## config.mk

```make
export PLATFORM = sky130hd
export DESIGN_NAME = stopwatch_core
export DESIGN_NICKNAME = d
export VERILOG_FILES = /design/src/rtl/stopwatch_core.sv
export SDC_FILE = /design/constraint.sdc
export NUM_CORES = 1
export LEC_CHECK = 0
export ABC_AREA = 1
export BUFFER_PORTS_ARGS = -buffer_cell sky130_fd_sc_hd__buf_2
export CORE_ASPECT_RATIO = 1.5
export CORE_MARGIN = 2
export CORE_UTILIZATION = 27
export DETAILED_ROUTE_END_ITERATION = 8
export PLACE_DENSITY_LB_ADDON = 0.12
export SYNTH_ARGS = -nofsm -noshare
export SYNTH_HDL_FRONTEND = slang
export SYNTH_SLANG_ARGS = --single-unit
```

## constraint.sdc

```tcl
create_clock -name clk -period 5.25 [get_ports clk]
set_input_delay 0.2625 -clock clk [delete_from_list [all_inputs] [get_ports clk]]
set_output_delay 0.2625 -clock clk [all_outputs]
set_load 0.01 [all_outputs]
```

## src/rtl/stopwatch_core.sv

```systemverilog
// stopwatch_core
// Centisecond stopwatch (SS.CC, BCD) with start/stop, lap-freeze and clear,
// driving a 4-digit active-low multiplexed 7-segment display.
//
// Ports:
//   clk         system clock (100 MHz)
//   rst         asynchronous, active-high reset
//   clk_100Hz   divided clock level, counted as centisecond ticks on its rising edge
//   clk_2kHz    divided clock level, display scan rate
//   start_stop  single-cycle debounced pulse
//   lap         single-cycle debounced pulse
//   state       IDLE=0, RUN=1, PAUSE=2, LAP=3
//   count_bcd   live count {s_tens, s_units, c_tens, c_units}
//   an          digit enables, active-low, an[0] rightmost
//   seg         {g,f,e,d,c,b,a}, active-low
//   dp          decimal point, active-low (lit between seconds and centiseconds)
//
// state | meaning
// IDLE  | stopped, count cleared
// RUN   | counting, display shows live count
// PAUSE | count frozen; lap clears back to IDLE
// LAP   | counting continues, display frozen on the snapshot

module stopwatch_core #(
    parameter int SEC_WRAP = 60
) (
    input  logic        clk,
    input  logic        rst,
    input  logic        clk_100Hz,
    input  logic        clk_2kHz,
    input  logic        start_stop,
    input  logic        lap,
    output logic [1:0]  state,
    output logic [15:0] count_bcd,
    output logic [3:0]  an,
    output logic [6:0]  seg,
    output logic        dp
);

    localparam logic [1:0] IDLE  = 2'd0;
    localparam logic [1:0] RUN   = 2'd1;
    localparam logic [1:0] PAUSE = 2'd2;
    localparam logic [1:0] LAP   = 2'd3;

    localparam logic [3:0] SEC_LAST_T = 4'((SEC_WRAP - 1) / 10);
    localparam logic [3:0] SEC_LAST_U = 4'((SEC_WRAP - 1) % 10);

    logic        prev_100;
    logic        prev_2k;
    logic        tick_100;
    logic        tick_2k;
    logic [1:0]  state_next;
    logic        take_snap;
    logic        clear_cnt;
    logic        count_en;
    logic [15:0] count_next;
    logic [15:0] snap;
    logic [1:0]  idx;
    logic [15:0] disp_src;
    logic [3:0]  digit;

    // Divided clocks are sampled as data; only their rising edges matter.
    assign tick_100 = clk_100Hz & ~prev_100;
    assign tick_2k  = clk_2kHz & ~prev_2k;

    always_comb begin
        state_next = state;
        take_snap  = 1'b0;
        clear_cnt  = 1'b0;
        case (state)
            IDLE: begin
                if (start_stop) state_next = RUN;
            end
            RUN: begin
                if (start_stop) begin
                    state_next = PAUSE;
                end else if (lap) begin
                    state_next = LAP;
                    take_snap  = 1'b1;
                end
            end
            LAP: begin
                if (start_stop)  state_next = PAUSE;
                else if (lap)    state_next = RUN;
            end
            default: begin
                if (start_stop) begin
                    state_next = RUN;
                end else if (lap) begin
                    state_next = IDLE;
                    clear_cnt  = 1'b1;
                end
            end
        endcase
    end

    // Increment follows the registered state, so a start_stop arriving with
    // the tick does not lose that centisecond.
    assign count_en = tick_100 & ((state == RUN) | (state == LAP));

    always_comb begin
        count_next = count_bcd;
        if (count_bcd[3:0] != 4'd9) begin
            count_next[3:0] = count_bcd[3:0] + 4'd1;
        end else begin
            count_next[3:0] = 4'd0;
            if (count_bcd[7:4] != 4'd9) begin
                count_next[7:4] = count_bcd[7:4] + 4'd1;
            end else begin
                count_next[7:4] = 4'd0;
                if (count_bcd[15:12] == SEC_LAST_T && count_bcd[11:8] == SEC_LAST_U) begin
                    count_next[15:8] = 8'd0;
                end else if (count_bcd[11:8] != 4'd9) begin
                    count_next[11:8] = count_bcd[11:8] + 4'd1;
                end else begin
                    count_next[11:8]  = 4'd0;
                    count_next[15:12] = count_bcd[15:12] + 4'd1;
                end
            end
        end
    end

    always_ff @(posedge clk or posedge rst) begin
        if (rst) begin
            prev_100  <= 1'b0;
            prev_2k   <= 1'b0;
            state     <= IDLE;
            count_bcd <= 16'h0000;
            snap      <= 16'h0000;
            idx       <= 2'd0;
        end else begin
            prev_100 <= clk_100Hz;
            prev_2k  <= clk_2kHz;
            state    <= state_next;
            if (take_snap) snap <= count_bcd;
            if (clear_cnt)     count_bcd <= 16'h0000;
            else if (count_en) count_bcd <= count_next;
            if (tick_2k) idx <= idx + 2'd1;
        end
    end

    assign disp_src = (state == LAP) ? snap : count_bcd;

    always_comb begin
        case (idx)
            2'd0:    digit = disp_src[3:0];
            2'd1:    digit = disp_src[7:4];
            2'd2:    digit = disp_src[11:8];
            default: digit = disp_src[15:12];
        endcase
    end

    function automatic logic [6:0] seg_code(input logic [3:0] d);
        case (d)
            4'd0:    return 7'b1000000;
            4'd1:    return 7'b1111001;
            4'd2:    return 7'b0100100;
            4'd3:    return 7'b0110000;
            4'd4:    return 7'b0011001;
            4'd5:    return 7'b0010010;
            4'd6:    return 7'b0000010;
            4'd7:    return 7'b1111000;
            4'd8:    return 7'b0000000;
            4'd9:    return 7'b0010000;
            default: return 7'b1111111;
        endcase
    endfunction

    // Display pins are registered from the registered idx, so a scan step
    // lands two clk edges after clk_2kHz is first seen high.
    always_ff @(posedge clk or posedge rst) begin
        if (rst) begin
            an  <= 4'b1110;
            seg <= 7'b1000000;
            dp  <= 1'b1;
        end else begin
            an  <= ~(4'b0001 << idx);
            seg <= seg_code(digit);
            dp  <= (idx != 2'd2);
        end
    end

endmodule

```

==> metrics.cfg, run 1 <==
[worst_setup_path]
start_kind=register
required_ns=5.43
worstSetupPathType=register to register
critPathCaptureType=register
cp_common_cell=inv_1
rr_worst_depth=12
path_max_fanout=8
cpPeakStageDelay_ns=0.42
slowest_stage=dfrtp_1
arrival_ns=2.34
cp_cell_sequence=inv_1, ha_1, inv_1, o21ai_0, o21ai_1, nand2_1, inv_1, ha_1, inv_1, nand3_1, nand3_1, nand2_1

[layout]
fill_cells=995
layout-drive-gt1-share_pct=18.00
layout.nets=373
regArea_sq_um=1231
final_cell_area_sq_um=3063
multi_input_comb_area_sq_um=1174
area_delta_synth_final_pct=17.75
antenna_cells=0

[timing]
fin_crit_sh_pct=41.19
tns_ns=0
slew_viol_final=0
hold_viol_final=0
slew_headroom_pct=38.49
max_freq_mhz=462.4
setup_viol=0
clock_skew_ns=0.008884
rsz0062_at_grt=false
worstMarginPinSlew_ns=0.9203
fin_crit_ns=2.163

[grt]
grt_pass1_vias=2139
antenna_found_initial=0
grt_max_degree=50
grt_util_all_layers_pct=12.97
grt_use_met1_pct=14.83
grt_busiest_layer=met2
grt_pass1_wl_mm=10.71
grt.overflow.total=0
grtUsageMet2_pct=23.30
gr-usage-met3_pct=2.721

[flow_run]
maxCapViolations=0

[clock_network]
insertion_delay_ns=0.30
htreeDepth=2
path_clk_slew_ns=0.07
cts_tree=done
cts_sinks=49
cts_resized=0
root_buffer=clkbuf_16
cts_buffer_depth=2
cts_made_buffers=5
cts-hold-fix-buffers=0
post-cts-setup-buffers=0

[yosys]
yosys.area.top_type_share_pct=43.29
yosysSeqAreaShare_pct=47.33
synth_cell_type_count=30
synth.largest_area_cell=dfrtp_1
yosys-top-cells-area=dfrtp_1 (43%), nand2_1 (12%), ha_1 (8.7%), o21ai_0 (6.0%), inv_1 (5.8%)
yosysWarnings=0
syn-num-nets=337
synth-seq-cells=49
syn_area_sq_um=2601
syn_inst=313
syn_avg_cell_area_sq_um=8.311

[placement]
io_buffers=35
gp_congestion=0.8453
dpl_cell_area_sq_um=2890
place_hpwl_mm=4.690

[pwr]
p_leak_nw=1.578
ir_drop_mv=0.2291
power.total_mw=1.863
power-per-cell-area_nw_per_um2=608.2

[floorplanning]
dieArea_sq_um=10450
die_h_um=124.2
rows=43
io_pins=36
chipWidth_um=84.14
start_util_pct=27.95
core_sq_um=9308

[route]
viasPerCell=4.424
drt_iter0_drc=107
vias=2044
remaining_drc_errors=0
wl_per_cell_um=13.49
finalWirelength_mm=6.234
dr.pass1.iters=4
ant_nets=0

[hold_path]
hold_depth=1
hold_path_class=input pin to register

[outcome]
status=finished, final reports clean

## metal layers
layer	share of wire, %	wire length (um)
met5	0	0
met3	3.4	210
met4	1.7	107
met1	42	2591
met2	53	3324
## stage by stage
step | util [%] | setup slack [ns] | hold WS (ns) | std cells
after detailed placement | 31.05 | 3.120 | 0.3938 | 454
after global routing | 32.91 | 2.893 | 0.09265 | 462
after CTS | 32.91 | 3.106 | 0.08730 | 462
after floorplan | - | 3.424 | 0.2939 | 313
after global placement | 31.05 | 3.154 | 0.3867 | 454
final | 32.91 | 3.087 | 0.09569 | 462
## where the power goes
group | internal [mW] | switching (mW) | leakage (nW)
registers | 0.545 | 0.122 | 0.548
clock network | 0.239 | 0.147 | 0.0841
logic | 0.299 | 0.511 | 0.946
total | 1.08 | 0.780 | 1.58
## critical path: cells and delay by family (launching register included)
family / cells / cell delay [ns]
compound gates: 2 / 0.36
fa+ha+maj: 2 / 0.52
buf+inv: 4 / 0.41
flops: 1 / 0.42
simple gates: 4 / 0.33
## registers in the layout (all words and copies together) (netlist names)
signal and cells:
an 4, count_bcd 16, idx 2, prev_100 1
prev_2k 1, seg 7, snap 16, state 2
## synthesized netlist by cell type, drive strengths merged
cell / number
nand2: 91
dfrtp: 45
inv: 42
o21ai: 32
nand3: 29
ha: 18
nor2: 16
a21oi: 9
xor2: 5
buf: 4
dfstp: 4
clkbuf: 3
nand4: 3
nor3: 3
o22ai: 3
nor3b: 2
a21boi: 1
clkinv: 1
o211ai: 1
or2: 1
## logic make-up after synthesis
logic type | Yosys count | share of synthesized area (%)
xor+xnor | 5 | 1.683
compound gates | 46 | 9.187
buf+inv | 50 | 7.551
simple gates | 145 | 25.59
flops | 49 | 47.33
fa+ha+maj | 18 | 8.658
## path summary, 6_finish.rpt
kind	start	to	slack, ns
min in group asynchronous	rst	state[1]	0.13
worst min-delay path	clk_100Hz	prev_100	0.1
worst max-delay path	idx[0]	seg[0]	3.09
worst min register to register	snap[4]	snap[4]	0.49
max in group asynchronous	rst	idx[0]	4.68
worst max register to register	idx[0]	seg[0]	3.09
## cells in the final DEF (no fill, tap or decap)
| cell type | n |
|---|---|
| nand2_1 | 85 |
| nor3b_1 | 1 |
| dfstp_2 | 4 |
| clkbuf_8 | 1 |
| clkinv_2 | 1 |
| a21boi_0 | 1 |
| nor2_4 | 1 |
| nor3_1 | 2 |
| nor2_2 | 1 |
| clkbuf_1 | 1 |
| nand4_1 | 3 |
| nor2_1 | 14 |
| o21ai_0 | 31 |
| xor2_1 | 5 |
| or2_2 | 1 |
| nor3b_2 | 1 |
| buf_2 | 35 |
| nand3_1 | 28 |
| dfrtp_1 | 45 |
| o22ai_1 | 3 |
| o211ai_1 | 1 |
| nand2_4 | 2 |
| clkbuf_16 | 5 |
| nand2_2 | 4 |
| o21ai_1 | 1 |
| inv_2 | 3 |
| nand3_4 | 1 |
| inv_1 | 39 |
| buf_4 | 1 |
| nor3_4 | 1 |
| a21oi_1 | 9 |
| ha_1 | 18 |
| bufinv_16 | 1 |
## cell type report
| class | instances | share of cell area [%] |
|---|---|---|
| well taps | 112 | 4.575 |
| inverters | 43 | 5.310 |
| repair buffers | 36 | 5.964 |
| clock inverters | 1 | 0.9804 |
| flip-flops and latches | 49 | 40.20 |
| clock buffers | 7 | 4.657 |
| multi-input cells | 214 | 38.32 |
(Power assumes the default switching activity.)
==> run 2: changes to the inputs <==
Settings changed: ABC_AREA 1 to 0.
Clock period 5.25 ns to 2 ns, I/O delays scaled along.
==> run 2 against run 1 <==
The flow now finishes with violations (negative setup slack). Clock power is 140% higher. Die area grew 0.19%. Sequential share of layout area is 5.4 points lower. Critical path depth fell by 3. First-iteration DRC count shrank 25%. Largest cell class is now multi-input gates.
==> metrics.cfg, run 2 <==
[outcome]
status=finished with violations  ; was finished, final reports clean
violations=negative setup slack

[yosys]
yosys.area_share.simple_pct=11.81  ; was 25.59%
ys_async_sr_fraction_pct=100.0  ; unchanged
yosys-top-cells-area=dfrtp_1 (43%), mux2_2 (9.5%), ha_1 (8.6%), dfstp_2 (4.0%), mux2i_1 (3.1%)  ; was dfrtp_1 (43%), nand2_1 (12%), ha_1 (8.7%), o21ai_0 (6.0%), inv_1 (5.8%)
netlist_top_cells_count=dfrtp_1 (45), mux2_2 (22), ha_1 (18)  ; was nand2_1 (85), dfrtp_1 (45), inv_1 (40)
synth_edf_count=0  ; unchanged
yosys.area.top_type_share_pct=43.21  ; was 43.29%
yosysSeqAreaShare_pct=47.24  ; was 47.33%
synth-seq-cells=49  ; unchanged
synth.largest_area_cell=dfrtp_1  ; unchanged
syn_inst=231  ; was 313
yosys.cell_count.top_type=dfrtp_1  ; was nand2_1
synth_cell_type_count=42  ; was 30
syn_avg_cell_area_sq_um=11.28  ; was 8.311 sq um
synth_top_family_by_area=compound AO/OA/AOI/OAI gates  ; was simple AND/OR/NAND/NOR gates
syn-num-nets=255  ; was 337
muxShareOfSynthArea_pct=12.58  ; was 0%
synth_fa_ha_area_share_pct=8.641  ; was 8.658%
yosysWarnings=0  ; unchanged
synth_top_flop_cell=dfrtp_1  ; unchanged
synthXorXnorAreaFrac_pct=1.344  ; was 1.684%
synth-compound-area-share_pct=13.49  ; was 9.187%
syn_area_sq_um=2606  ; was 2601 sq um

[pwr]
p_leak_nw=1.701  ; was 1.578 nW
ir_drop_mv=0.5810  ; was 0.2291 mV
power-per-cell-area_nw_per_um2=1426  ; was 608.2 nW/um^2

[clock_network]
htreeDepth=2  ; unchanged
path_clk_slew_ns=0.07  ; about the same
root_buffer=clkbuf_16  ; unchanged
cts_made_buffers=5  ; unchanged
cts_buffer_depth=2  ; unchanged
cts_tree=done  ; unchanged
insertion_delay_ns=0.28  ; was 0.30 ns
cts_sinks=49  ; unchanged

[layout]
layout-drive-gt1-share_pct=45.98  ; was 18.00%
layout.nets=335  ; was 373
largestRegisters=count_bcd (16), snap (16), seg (7)  ; unchanged
layout_common_cells=dfrtp_1 (44), buf_4 (43), buf_2 (35)  ; was nand2_1 (85), dfrtp_1 (45), inv_1 (39)
finish.utilization_pct=38.10  ; was 32.91%
antenna_cells=0  ; unchanged
area_delta_synth_final_pct=36.05  ; was 17.75%
regArea_sq_um=1232  ; was 1231 sq um
final_common_cell=dfrtp_1  ; was nand2_1
multi_input_comb_area_sq_um=1371  ; was 1174 sq um
fill_cells=944  ; was 995

[hold_path]
hold_start=lap  ; was clk_100Hz
min_to=state[1]  ; was prev_100
hold_path_class=input pin to register  ; unchanged
hold_depth=2  ; was 1

[floorplanning]
die_h_um=124.3  ; was 124.2 um
dieArea_sq_um=10470  ; was 10450 sq um
chipWidth_um=84.22  ; was 84.14 um
core_sq_um=9308  ; unchanged
io_pins=36  ; unchanged
rows=43  ; unchanged
start_util_pct=28.00  ; was 27.95%

[timing]
layout_setup_ws_ns=-0.06413  ; was 3.087 ns
fin_crit_ns=2.064  ; was 2.163 ns
tns_ns=-0.1482  ; was 0 ns
clock_skew_ns=0.003175  ; was 0.008884 ns
fin_crit_sh_pct=103.2  ; was 41.19%
hold_viol_final=0  ; unchanged
slew_headroom_pct=68.26  ; was 38.49%
worstMarginPinSlew_ns=0.4754  ; was 0.9203 ns
max_freq_mhz=484.5  ; was 462.4 MHz
slew_viol_final=0  ; unchanged
rsz0062_at_grt=true  ; was false
holdWs_ns=0.02341  ; was 0.09569 ns
setup_viol=4  ; was 0

[placement]
io_buffers=35  ; unchanged
gp_congestion=0.7850  ; was 0.8453
place_hpwl_mm=4.817  ; was 4.690 mm

[flow_run]
maxCapViolations=0  ; unchanged

[worst_setup_path]
path_delay_family=compound AO/OA/AOI/OAI gates  ; was adder cells
reg2reg_slack_ns=-0.06  ; was 3.09 ns
cpPeakStageDelay_ns=0.43  ; was 0.42 ns
worstSetupPathType=register to register  ; unchanged
cp_cell_sequence=inv_4, ha_4, a222oi_1, mux2i_1, mux2i_2, buf_4, ha_4, nor2b_1, a21oi_1  ; was inv_1, ha_1, inv_1, o21ai_0, o21ai_1, nand2_1, inv_1, ha_1, inv_1, nand3_1, nand3_1, nand2_1
cp_common_cell=ha_4  ; was inv_1
arrival_ns=2.27  ; was 2.34 ns
slowest_stage=dfrtp_2  ; was dfrtp_1
cp-startpoint=idx[0]  ; unchanged
start_kind=register  ; unchanged
rr_worst_depth=9  ; was 12
worstPathBufferInverterCount=2  ; was 4
required_ns=2.21  ; was 5.43 ns
critPathCaptureType=register  ; unchanged
r2r_start=idx[0]  ; unchanged
path_max_fanout=7  ; was 8
r2r-end=seg[1]  ; was seg[0]

[route]
remaining_drc_errors=0  ; unchanged
finalWirelength_mm=6.297  ; was 6.234 mm
wl_per_cell_um=14.89  ; was 13.49 um
drt_iter0_drc=80  ; was 107
viasPerCell=4.771  ; was 4.424
vias=2018  ; was 2044
dr.pass1.iters=4  ; unchanged
ant_nets=0  ; unchanged

[grt]
grtUsageMet2_pct=22.74  ; was 23.30%
grt_busiest_layer=met2  ; unchanged
antenna_found_initial=0  ; unchanged
grt_max_degree=30  ; was 50
grt.overflow.total=0  ; unchanged
grt_pass1_wl_mm=10.52  ; was 10.71 mm
grt_pass1_vias=2090  ; was 2139
grt_use_met1_pct=14.81  ; was 14.83%
gr-usage-met3_pct=1.856  ; was 2.721%
grt_util_all_layers_pct=12.52  ; was 12.97%

==> run 2: changes by cell type in the layout (fill, tap and decap cells not counted), moves of 4 or more <==
cell and change:
o21ai_0 -18, ha_4 +6, nand2_1 -74, ha_1 -8, nand3_1 -21, and3b_1 +5, mux2i_1 +6, a2bb2oi_1 +4
mux2_2 +20, nor3_1 +4, a222oi_1 +5, buf_4 +42, inv_1 -28
==> run 2: worst max-delay path by stage <==
stage | endpoint | slack [ns] | depth (start not counted)
after floorplan | seg[4] | -0.06 | 10
after global placement | seg[4] | -0.07 | 9
after detailed placement | seg[4] | -0.14 | 9
after CTS | seg[5] | -0.09 | 10
after global routing | seg[1] | -0.16 | 9
final | seg[1] | -0.06 | 9
==> run 2: stage by stage <==
stage,power [mW],setup slack [ns],instance area (sq um),cells
detailed placement,3.853,-0.1411,3232,410
finish,5.057,-0.06413,3546,423
CTS,5.006,-0.09349,3512,422
global route,5.432,-0.1591,3546,423
global placement,3.831,-0.07355,3232,410
floorplan,2.902,-0.06258,2643,231
==> run 2: kinds of logic after synthesis <==
| group | after synthesis |
|---|---|
| adders and majority gates | 18 |
| muxes | 30 |
| buffers and inverters | 27 |
| xor gates and xnor gates | 4 |
| and+or+nand+nor | 56 |
| DFF | 49 |
| AOI/OAI and AO/OA | 47 |
==> run 2: timing repair <==
action / CTS / global route
resized for setup: 11 / 7
setup endpoints to repair: 7 / 7
endpoints found under the hold margin: 20 / 0
hold buffers: 3 / 0
pin swaps: 7 / 10
setup buffers: 2 / 1
==> run 2: worst register-to-register path, stage by stage, from the launching register on <==
cell	delay, ns
dfrtp_2	0.43
inv_4	0.07
ha_4	0.19
a222oi_1	0.35
mux2i_1	0.15
mux2i_2	0.18
buf_4	0.18
ha_4	0.20
nor2b_1	0.12
a21oi_1	0.12
==> run 2: cell type report <==
| type | instances | share of cell area [%] |
|---|---|---|
| flip-flops and latches | 49 | 34.76 |
| inverters | 16 | 1.764 |
| multi-input cells | 155 | 38.67 |
| clock inverters | 2 | 0.9880 |
| clock buffers | 5 | 3.529 |
| well taps | 112 | 3.952 |
| repair buffers | 84 | 16.34 |
==> run 2: per-layer routing <==
layer / share of wire [%] / wire [um]
met5: 0 / 0
met4: 1.6 / 98
met3: 2.5 / 160
met2: 55 / 3462
met1: 41 / 2575
==> run 2: report_power, final <==
part | switching [mW] | internal, mW | leakage [nW]
clock | 0.358 | 0.581 | 0.0797
combinational | 1.24 | 1.38 | 0.999
sequential | 0.199 | 1.30 | 0.622
total | 1.80 | 3.26 | 1.70
==> run 3: changes to the inputs <==
Settings changed: CORE_UTILIZATION 27 to 45.
==> run 3 against run 2 <==
The flow still finishes with violations (negative setup slack). Worst hold slack got worse by 0.0073 ns. Clock-buffer cell count is the same. Sequential share of layout area grew 1.4 points.
==> metrics.cfg, run 3 (synthesis results as in run 2) <==
[worst_setup_path]
critPathCaptureType=register  ; unchanged
cpPeakStageDelay_ns=0.44  ; was 0.43 ns
slowest_stage=dfrtp_1  ; was dfrtp_2
arrival_ns=2.24  ; was 2.27 ns
required_ns=2.19  ; was 2.21 ns
cp_cell_sequence=inv_2, ha_4, a222oi_1, mux2_4, mux2i_4, buf_6, buf_4, mux2i_1, a2bb2oi_1  ; was inv_4, ha_4, a222oi_1, mux2i_1, mux2i_2, buf_4, ha_4, nor2b_1, a21oi_1
worstSetupPathType=register to register  ; unchanged
start_kind=register  ; unchanged
path_max_fanout=7  ; unchanged

[floorplanning]
rows=34  ; was 43
die_h_um=97.21  ; was 124.3 um
chipWidth_um=66.14  ; was 84.22 um
dieArea_sq_um=6429  ; was 10470 sq um
start_util_pct=45.72  ; was 28.00%
core_sq_um=5700  ; was 9308 sq um
io_pins=36  ; unchanged

[clock_network]
htreeDepth=2  ; unchanged
cts_tree=done  ; unchanged
root_buffer=clkbuf_8  ; was clkbuf_16
cts_sinks=49  ; unchanged
insertion_delay_ns=0.30  ; was 0.28 ns
path_clk_slew_ns=0.10  ; was 0.07 ns
cts_made_buffers=5  ; unchanged
cts_buffer_depth=2  ; unchanged

[timing]
rsz0062_at_grt=true  ; unchanged
tns_ns=-0.1565  ; was -0.1482 ns
slew_headroom_pct=65.66  ; was 68.26%
max_freq_mhz=487.4  ; was 484.5 MHz
layout_setup_ws_ns=-0.05182  ; was -0.06413 ns
clock_skew_ns=0.007631  ; was 0.003175 ns
setup_viol=5  ; was 4
hold_viol_final=0  ; unchanged
fin_crit_sh_pct=102.6  ; was 103.2%
fin_crit_ns=2.052  ; was 2.064 ns
slew_viol_final=0  ; unchanged
worstMarginPinSlew_ns=0.5144  ; was 0.4754 ns

[pwr]
p_leak_nw=1.637  ; was 1.701 nW
swShare_pct=36.61  ; was 35.56%
internal-power_mw=3.064  ; was 3.259 mW
power.total_mw=4.835  ; was 5.057 mW
seq_power_share_pct=30.7  ; was 29.6%
ir_drop_mv=0.6987  ; was 0.5810 mV
switchingPower_mw=1.770  ; was 1.798 mW
power-per-cell-area_nw_per_um2=1421  ; was 1426 nW/um^2
comb_power_share_pct=54.5  ; was 51.8%
power_frac_clock_pct=14.8  ; was 18.6%

[route]
viasPerCell=5.230  ; was 4.771
drt_iter0_drc=81  ; was 80
ant_nets=0  ; unchanged
finalWirelength_mm=5.472  ; was 6.297 mm
wl_per_cell_um=14.63  ; was 14.89 um
dr.pass1.iters=4  ; unchanged
remaining_drc_errors=0  ; unchanged
vias=1956  ; was 2018

[outcome]
violations=negative setup slack  ; unchanged
status=finished with violations  ; unchanged

[layout]
multi_input_comb_area_sq_um=1373  ; was 1371 sq um
layout_common_cells=dfrtp_1 (45), buf_2 (35), buf_4 (27)  ; was dfrtp_1 (44), buf_4 (43), buf_2 (35)
fill_cells=506  ; was 944
layout-drive-gt1-share_pct=44.04  ; was 45.98%
area_delta_synth_final_pct=30.58  ; was 36.05%
antenna_cells=0  ; unchanged
largestRegisters=count_bcd (16), snap (16), seg (7)  ; unchanged
final_common_cell=dfrtp_1  ; unchanged
regArea_sq_um=1231  ; was 1232 sq um
layout.nets=325  ; was 335

[placement]
io_buffers=35  ; unchanged
gp_congestion=0.8032  ; was 0.7850
place_hpwl_mm=4.106  ; was 4.817 mm

[flow_run]
maxCapViolations=0  ; unchanged

[grt]
grt_pass1_vias=1929  ; was 2090
grt_util_all_layers_pct=18.61  ; was 12.52%
grt.overflow.total=0  ; unchanged
grt_pass1_wl_mm=9.301  ; was 10.52 mm
antenna_found_initial=0  ; unchanged
grt_max_degree=28  ; was 30

[hold_path]
hold_path_class=input pin to register  ; unchanged

==> run 3: what timing repair did <==
action / 4_1_cts / 5_1_grt
pin swaps: 8 / 9
endpoints found under the hold margin: 22 / 0
setup endpoints to repair: 7 / 7
hold buffers: 4 / 0
gates resized for setup: 10 / 8
buffers inserted: 3 / 1
==> run 3: final timing paths <==
check | depth (start not counted) | slack [ns] | start | end
max | 9 | -0.05 | idx[1] | seg[0]
min | 2 | 0.02 | start_stop | state[0]
max reg2reg | 9 | -0.05 | idx[1] | seg[0]
min reg2reg | 1 | 0.51 | snap[12] | snap[12]
max in group asynchronous | 4 | 1.04 | rst | an[2]
min in group asynchronous | 3 | 0.37 | rst | snap[14]
==> run 3: cell type report <==
cell class,instances,share of cell area [%]
inverters,16,1.765
well taps,72,2.647
clock inverters,3,1.360
flip-flops and latches,49,36.18
clock buffers,5,2.022
multi-input cells,155,40.33
repair buffers,74,15.70
==> run 3: power groups by stage <==
| stage | Clock [mW] | Sequential [mW] | Combinational [mW] |
|---|---|---|---|
| finish | 0.717 | 1.49 | 2.63 |
| global route | 0.775 | 1.53 | 2.88 |
| CTS | 0.744 | 1.49 | 2.46 |
| detailed placement | 0 | 1.50 | 2.25 |
| global placement | 0 | 1.49 | 2.20 |
| floorplan | 0 | 1.60 | 1.30 |
==> run 3: per-stage QoR <==
stage	util [%]	setup WS [ns]	hold slack, ns	instance area, sq um	instances
after floorplan	-	-0.06258	0.1314	2643	231
after global placement	54.46	-0.05844	0.1629	3104	358
after detailed placement	54.46	-0.1215	0.1600	3104	358
after CTS	58.74	-0.05184	0.0008517	3348	373
after global routing	59.70	-0.1755	0.03049	3403	374
final	59.70	-0.05182	0.01610	3403	374
==> run 3: per-layer routing <==
metal	wire length [um]	GRT usage, %
met5	0	0
met3	123	3.476
met1	2253	22.33
met4	23	5.181
met2	3071	33.08
==> run 3: worst max-delay path: cells and delay by family (launching register included) <==
kind	cells	cell delay [ns]
adders and majority gates	1	0.19
muxes	3	0.48
buffers and inverters	3	0.38
DFF	1	0.44
AOI/OAI and AO/OA	2	0.46
